<file path="src/rtl/axi_txn_arbiter.sv">
// axi_txn_arbiter: round-robin tenure arbiter for one AXI request channel
// (AR or AW). A master owns the channel until its accepts stop (or the
// per-tenure cap is hit) and every response it is owed has come back.
// Optional response watchdog: define AXI_ARB_TIMEOUT_EN.
module axi_txn_arbiter #(
  parameter int NB_REQ          = 3,
  parameter int MAX_OUTSTANDING = 4,
  parameter int TIMEOUT_CYCLES  = 1024,
  localparam int OW             = $clog2(NB_REQ)
) (
  input  logic              clk,
  input  logic              rst_n,
  input  logic [NB_REQ-1:0] req_i,
  output logic [NB_REQ-1:0] gnt_o,
  output logic              m_valid_o,
  input  logic              m_ready_i,
  input  logic              m_rsp_done_i,
  output logic [OW-1:0]     owner_o,
  output logic              owner_valid_o,
  output logic [3:0]        outstanding_o,
  output logic              err_o,
  output logic              timeout_o
);

  typedef enum logic [1:0] {S_IDLE, S_ADDR, S_WAIT} state_t;

  localparam logic [3:0] MAX_OS = 4'(MAX_OUTSTANDING);

  state_t          r_state, w_next;
  logic [OW-1:0]   r_owner, r_last_ptr;
  logic [3:0]      r_out, r_iss;
  logic            r_err, r_timeout;

  logic [OW-1:0]   w_pick, w_cand;
  logic            w_found, w_any, w_own_req;
  logic            w_valid, w_acc, w_err, w_to, w_start, w_end;
  logic [3:0]      w_out_nxt, w_iss_nxt;

  assign w_any     = |req_i;
  assign w_own_req = req_i[r_owner];
  assign w_start   = (r_state == S_IDLE) && w_any;
  assign w_end     = (r_state != S_IDLE) && (w_next == S_IDLE);

  // Round-robin pick: first requester after the last owner, wrapping.
  always_comb begin
    w_pick  = r_last_ptr;
    w_cand  = r_last_ptr;
    w_found = 1'b0;
    for (int i = 1; i <= NB_REQ; i++) begin
      w_cand = OW'((int'(r_last_ptr) + i) % NB_REQ);
      if (!w_found && req_i[w_cand]) begin
        w_found = 1'b1;
        w_pick  = w_cand;
      end
    end
  end

  // Accept / response bookkeeping; a same-cycle accept cancels a response.
  always_comb begin
    w_valid   = (r_state == S_ADDR) && w_own_req && (r_iss != MAX_OS) && !w_to;
    w_acc     = w_valid && m_ready_i;
    w_err     = m_rsp_done_i && !w_acc && (r_out == 4'd0);
    w_iss_nxt = r_iss + {3'b000, w_acc};
    w_out_nxt = r_out;
    if (w_acc && !m_rsp_done_i)
      w_out_nxt = r_out + 4'd1;
    else if (!w_acc && m_rsp_done_i && (r_out != 4'd0))
      w_out_nxt = r_out - 4'd1;
  end

`ifdef AXI_ARB_TIMEOUT_EN
  localparam logic [15:0] WDOG_LIMIT = 16'(TIMEOUT_CYCLES - 1);
  logic [15:0] r_wdog;

  // Watchdog: counts response-less cycles while something is owed.
  always_ff @(posedge clk or negedge rst_n) begin
    if (!rst_n)
      r_wdog <= '0;
    else if (w_to || m_rsp_done_i || (r_state == S_IDLE))
      r_wdog <= '0;
    else if (r_out != 4'd0)
      r_wdog <= r_wdog + 16'd1;
  end

  assign w_to = (r_out != 4'd0) && !m_rsp_done_i && (r_wdog == WDOG_LIMIT);
`else
  assign w_to = 1'b0;
`endif

  // State register.
  always_ff @(posedge clk or negedge rst_n) begin
    if (!rst_n) r_state <= S_IDLE;
    else        r_state <= w_next;
  end

  // Next-state: stay in ADDR while the owner keeps requesting and is under cap.
  always_comb begin
    w_next = r_state;
    case (r_state)
      S_IDLE: if (w_any) w_next = S_ADDR;
      S_ADDR: begin
        if (w_iss_nxt == MAX_OS)  w_next = S_WAIT;
        else if (!w_own_req)      w_next = (r_out == 4'd0) ? S_IDLE : S_WAIT;
      end
      S_WAIT: if (r_out == 4'd0) w_next = S_IDLE;
      default: w_next = S_IDLE;
    endcase
    if (w_to) w_next = S_IDLE;
  end

  // Outputs: only the owner can see a grant, and only in ADDR.
  always_comb begin
    gnt_o = '0;
    if (w_acc) gnt_o[r_owner] = 1'b1;
    m_valid_o = w_valid;
  end

  // Tenure datapath: owner, round-robin pointer, counters, pulses.
  always_ff @(posedge clk or negedge rst_n) begin
    if (!rst_n) begin
      r_owner    <= '0;
      r_last_ptr <= OW'(NB_REQ - 1);
      r_out      <= '0;
      r_iss      <= '0;
      r_err      <= 1'b0;
      r_timeout  <= 1'b0;
    end else begin
      r_err     <= w_err;
      r_timeout <= w_to;
      if (w_start) r_owner <= w_pick;
      if (w_end)   r_last_ptr <= r_owner;
      if (w_to) begin
        r_out <= '0;
        r_iss <= '0;
      end else begin
        r_out <= w_out_nxt;
        r_iss <= w_start ? 4'd0 : w_iss_nxt;
      end
    end
  end

  assign owner_o       = r_owner;
  assign owner_valid_o = (r_state != S_IDLE);
  assign outstanding_o = r_out;
  assign err_o         = r_err;
  assign timeout_o     = r_timeout;

endmodule

</file>
<file path="config.mk">
export PLATFORM = sky130hd
export DESIGN_NAME = axi_txn_arbiter
export DESIGN_NICKNAME = d
export VERILOG_FILES = /design/src/rtl/axi_txn_arbiter.sv
export SDC_FILE = /design/constraint.sdc
export NUM_CORES = 1
export LEC_CHECK = 0
export CORE_ASPECT_RATIO = 0.9
export CORE_MARGIN = 1
export CORE_UTILIZATION = 35
export CTS_CLUSTER_DIAMETER = 150
export DETAILED_ROUTE_END_ITERATION = 8
export SYNTH_ARGS = -nofsm -noshare
export SYNTH_HDL_FRONTEND = slang
export SYNTH_SLANG_ARGS = --single-unit
</file>
<file path="constraint.sdc">
create_clock -name clk -period 3.2 [get_ports clk]
set_input_delay 0.64 -clock clk [delete_from_list [all_inputs] [get_ports clk]]
set_output_delay 0.64 -clock clk [all_outputs]
set_load 0.01 [all_outputs]
</file>
Word level (Yosys, flattened, before mapping)

Index checks and enable logic that the tools add are counted.

Logic and storage cells: 72
Output and inout port bits: 13
Flip-flop bits (word level): 15

$lt $le $gt $ge: 5
Div/mod/pow operators: 3
Reductions and logical operators: 23
Equal/unequal tests: 4
Add/subtract/negate cells: 6
Muxes and demuxes: 25

Operator list:

| cell                  | count |
|---|---|
| $mod 32x3->32 const B | 3 |
| $mux 2                | 8 |
| $logic_and 1x1->1     | 12 |
| $lt 2x3->1 const B    | 4 |
| $mux 4                | 3 |
| $bmux 1 s2            | 4 |
| $mux 1                | 7 |
| $add 2x2->3 const B   | 2 |
| $pmux 2 s3            | 1 |
| $add 4x1->4           | 1 |
| $add 4x1->4 const B   | 1 |
| $eq 4x3->1 const B    | 1 |
| $logic_not 1->1       | 4 |
| $logic_not 2->1       | 2 |
| $logic_not 4->1       | 1 |
| $ne 4x3->1 const B    | 1 |
| $reduce_bool 2->1     | 2 |
| $reduce_bool 4->1     | 1 |
| $sub 4x1->4 const B   | 1 |
| $add 2x1->3 const B   | 1 |
| $mux 3                | 1 |
| $reduce_or 3->1       | 1 |
| $demux 1 s2           | 1 |
| $eq 2x1->1 const B    | 1 |
| 2 further kinds       | 2 |

Logic depth before layout (Yosys ltp)

Depth in word-level cells: 11
Depth in mapped cells: 12
Mapped depth without buffers: 11

Worst setup path after synthesis

No wires, ideal clock.

Path type: input -> register
Start point: input req_i[0]
End point: register r_last_ptr[0]
Stages: 11
Arrival: 2.908 ns
Buffers on the path: 1
Setup slack: 0.167 ns
Setup time: 0.125 ns
Path through: mux2_4 a22oi_2 or3b_1 buf_6 clkinv_8 ha_1 ha_1 nor4b_1 a22o_1 o31ai_1 mux2_2

Word-level cells in the longest chain between the ends: 11
Elaborated cells on any way between the ends: 14
Classes of those cells: 1 x add/sub; 1 x eq/ne; 6 x mux; 6 x reduce/logical

RTL lines:

| what                            | line | text |
|---|---|---|
| start, declared                 | 13   | `input logic [NB_REQ-1:0] req_i,` |
| $bmux 1 s2                      | 40   | `assign w_own_req = req_i[r_owner];` |
| $mux 1 (implied by the code)    | 40   |  |
| $logic_and 1x1->1 (2 in series) | 60   | `w_valid = (r_state == S_ADDR) && w_own_req && (r_iss != MAX_OS) && !w_to;` |
| $logic_and 1x1->1               | 61   | `w_acc = w_valid && m_ready_i;` |
| $add 4x1->4                     | 63   | `w_iss_nxt = r_iss + {3'b000, w_acc};` |
| $eq 4x3->1                      | 102  | `if (w_iss_nxt == MAX_OS) w_next = S_WAIT;` |
| $mux 2                          | 102  |  |
| $pmux 2 s3 (*)                  | 99   | `case (r_state)` |
| $logic_not 2->1 (*)             | 42   | `assign w_end = (r_state != S_IDLE) && (w_next == S_IDLE);` |
| $logic_and 1x1->1 (*)           | 42   |  |
| end signal, assigned            | 122  | `r_last_ptr <= OW'(NB_REQ - 1);` |
| end signal, assigned            | 131  | `if (w_end) r_last_ptr <= r_owner;` |
| end, declared                   | 30   | `logic [OW-1:0] r_owner, r_last_ptr;` |

Mark *: on every way between the ends. The rest lies on a longest branch, timed or not. The select of a mux whose other input is x is not followed.
A chain may end at the register's enable or synchronous reset.

Final worst setup path

Start point: input m_ready_i
End point: register r_out[1] (netlist: outstanding_o[1])

Elaborated cells on any way between the ends: 7
Classes of those cells: 1 x mux; 6 x reduce/logical

RTL lines:

| what                 | line | text |
|---|---|---|
| start, declared      | 16   | `input logic m_ready_i,` |
| $logic_and 1x1->1    | 61   |  |
| $logic_and 1x1->1    | 65   | `if (w_acc && !m_rsp_done_i)` |
| $mux 4               | 65   |  |
| net w_out_nxt[1]     | 37   | `logic [3:0] w_out_nxt, w_iss_nxt;` |
| end signal, assigned | 136  | `r_out <= w_out_nxt;` |
| end, declared        | 31   | `logic [3:0] r_out, r_iss;` |

The timed path passes the listed nets, and every way through them passes these cells.

==> metrics.yaml <==
status:
  status: "complete, no violations"
cts:
  cts.sinks: 15
  worst_skew_pair.late_latency_ps: 240
  clockBufferDepth: 2
  cts_buffers: 3
  clk_pin_slew_worst_paths_ps: 60
  cts_htree_levels: 1
  root_buffer: "clkbuf_8"
  cts_tree: "done"
routing:
  vias_per_cell: 5.28
  first_pass_iters: 4
  wl_um: 2810
  post-route-drc-count: 0
  drtIter0Drc: 24
  vias: 1050
  final_antenna_net_count: 0
  wl_per_cell_um: 14.1
synth:
  synth_edf_count: 0
  async_flop_share_pct: 100
  synth_area_leader_cell: "dfrtp_1"
  synth_top_area_share_pct: 29.8
  avgSynthCellArea_um2: 9.41
  yosysUniqueCellTypes: 49
  synth_fp_nets: 139
  syn_inst: 125
  ys_seq_elements: 15
  syn_area_mm2: 0.00118
  ys_seq_area_share_pct: 32.0
  synth_ff_type: "dfrtp_1"
  yosys_warnings: 0
  synth_top_cells_by_area: "dfrtp_1 (30%), mux2i_1 (6.8%), ha_1 (6.4%)"
setup_path:
  cp_data_required_time_ps: 3330
  worstSetupStartpoint: "m_ready_i"
  worstPathArrival_ps: 3030
  r2r_start: "owner_o[1]"
  r2r_slack_ps: 320
  reg2reg_depth: 12
  path_max_fanout: 8
  rr_endpoint: "outstanding_o[1]"
  cp-endpoint: "outstanding_o[1]"
  crit_type: "input pin to flip-flop"
  end_kind: "flip-flop"
  cp-start-kind: "input pin"
sta:
  final_hold_viol_count: 0
  drv_slew: 0
  fmax_mhz: 345
  min_period_ps: 2900
  finalSetupViolations: 0
  min_period_over_period_pct: 90.6
  max_slew_margin_pct: 49.8
  worst_pin_slew_ps: 746
  rsz0062_at_grt: "no"
  finalClockSkew_ps: 1.54
cells_and_area:
  drive_above_1_share_pct: 25.5
  antenna_cells: 0
  post-route-util_pct: 52.2
  design_area_mm2: 0.00164
  fin_nets: 172
  syn_to_final_growth_pct: 39.4
power:
  netSwitchingPower_uw: 576
  pwr-share-clk_pct: 11.0
  power_mw: 1.41
  powerDensity_mw_per_mm2: 858
  p_int_uw: 831
  netSwitchingFraction_pct: 40.9
  seqPwrFrac_pct: 26.0
  p_leak_nw: 0.753
  vdd_drop_max_mv: 0.335
  p_comb_share_pct: 63.0
floorplan:
  coreArea_mm2: 0.00314
  rows: 19
  die_h_um: 57.0
  initial_core_util_pct: 37.5
  io_pins: 20
  die_area_mm2: 0.00360
  dieWidth_um: 63.1
placement:
  gp_congestion: 0.826
  dpl_cell_area_mm2: 0.00147
  place.port_buffers: 18
  hpwl_um: 2040
job:
  max_cap_violations: 0
global_route:
  antenna_found_initial: 0
  grt_pass1_wl_um: 4800
  grt_use_total_pct: 16.9
  grt_max_degree: 16
  grt_pass1_vias: 1005
  overflow: 0
min_path:
  hp-start: "r_last_ptr[1]"
  min_path_type: "flip-flop to flip-flop"
-- placed cells by master (no fill, tap or decap), types with 5 or more instances in the layout --
cell type and count:
buf_4 13, clkdlybuf4s50_1 12, dfrtp_1 14, inv_1 9
mux2i_1 8, nand2_1 8, nand3_1 5, nor2_1 8
o21ai_0 6
-- per-layer routing --
layer / up-vias / GRT usage, % / part of all wire, %
met2: 18 / 29.5 / 51
met4: 0 / 5.98 / 1.4
met5: - / 0 / 0
li1: 520 / - / -
met1: 508 / 21.8 / 46
met3: 4 / 1.60 / 1.7
-- per-stage QoR --
step,hold slack [ps],std cells,setup TNS [ps],setup slack (ps)
after CTS,517,197,0,0.0511
after global routing,560,199,0,211
after detailed placement,500,192,-1960,-355
final,512,199,0,300
after floorplan,344,125,0,167
after global placement,516,192,-1670,-293
-- cell usage after synthesis (all sizes together), types with 3 or more instances --
| cell | n |
|---|---|
| a21oi | 4 |
| a31oi | 3 |
| and2 | 3 |
| and3 | 3 |
| clkbuf | 3 |
| dfrtp | 14 |
| ha | 6 |
| inv | 9 |
| mux2i | 8 |
| nand2 | 8 |
| nand3 | 5 |
| nor2 | 8 |
| nor3 | 4 |
| o21ai | 6 |
| xnor2 | 3 |
-- power by group through the flow --
stage | clock network [mW] | registers [mW] | logic [mW]
floorplan | 0 | 0.363 | 0.503
global placement | 0 | 0.361 | 0.785
detailed placement | 0 | 0.365 | 0.796
CTS | 0.159 | 0.364 | 0.821
global route | 0.167 | 0.379 | 0.975
finish | 0.154 | 0.366 | 0.887
-- kinds of logic (layout without fill, tap and decap cells) --
logic type               after synthesis  after routing  synth area share (%)
AND/OR/NAND/NOR                       43             43                  21.6
AO/OA/AOI/OAI                         28             28                  17.6
flip-flops                            15             15                  32.0
buffers and inverters                 15             47                  6.81
multiplexers                          10             10                  9.04
adder cells (fa/ha/maj)                8              8                  8.94
XOR/XNOR                               5              5                  3.72
other                                  1              1                 0.319
-- how the worst min path moves through the flow --
stage,end,cells after the start,slack [ps]
floorplan,err_o,0,340
global placement,r_last_ptr[1],2,520
detailed placement,r_last_ptr[1],2,500
CTS,r_last_ptr[1],2,520
global route,r_last_ptr[1],2,560
finish,r_last_ptr[1],2,510
-- critical path, stage by stage --
cell	delay, ps
clkdlybuf4s50_1	470
or3b_4	400
buf_12	140
clkinv_8	40
buf_6	120
nand2_1	80
buf_4	160
fa_1	470
nand3b_1	130
a21oi_2	60
a311o_1	310
-- state kept, by name, summed over array words and instances (netlist names) --
signal,count
err_o,1
outstanding_o,4
owner_o,2
r_iss,4
r_last_ptr,2
r_state,2
-- timing repair --
item / 4_1_cts / 5_1_grt
buffers inserted: 1 / 2
endpoints found under the setup margin: 4 / 5
gates resized for setup: 8 / 11
hold buffers: 0 / 0
pin swaps: 3 / 5
-- area by class of cell --
type	count	area, um^2
Clock buffer	4	45.0
Fill cell	291	1500
Inverter	10	50.0
Multi-Input combinational cell	95	802
Sequential cell	15	377
Tap cell	42	52.6
Timing Repair Buffer	33	313
Power figures use the tool's default switching activity.
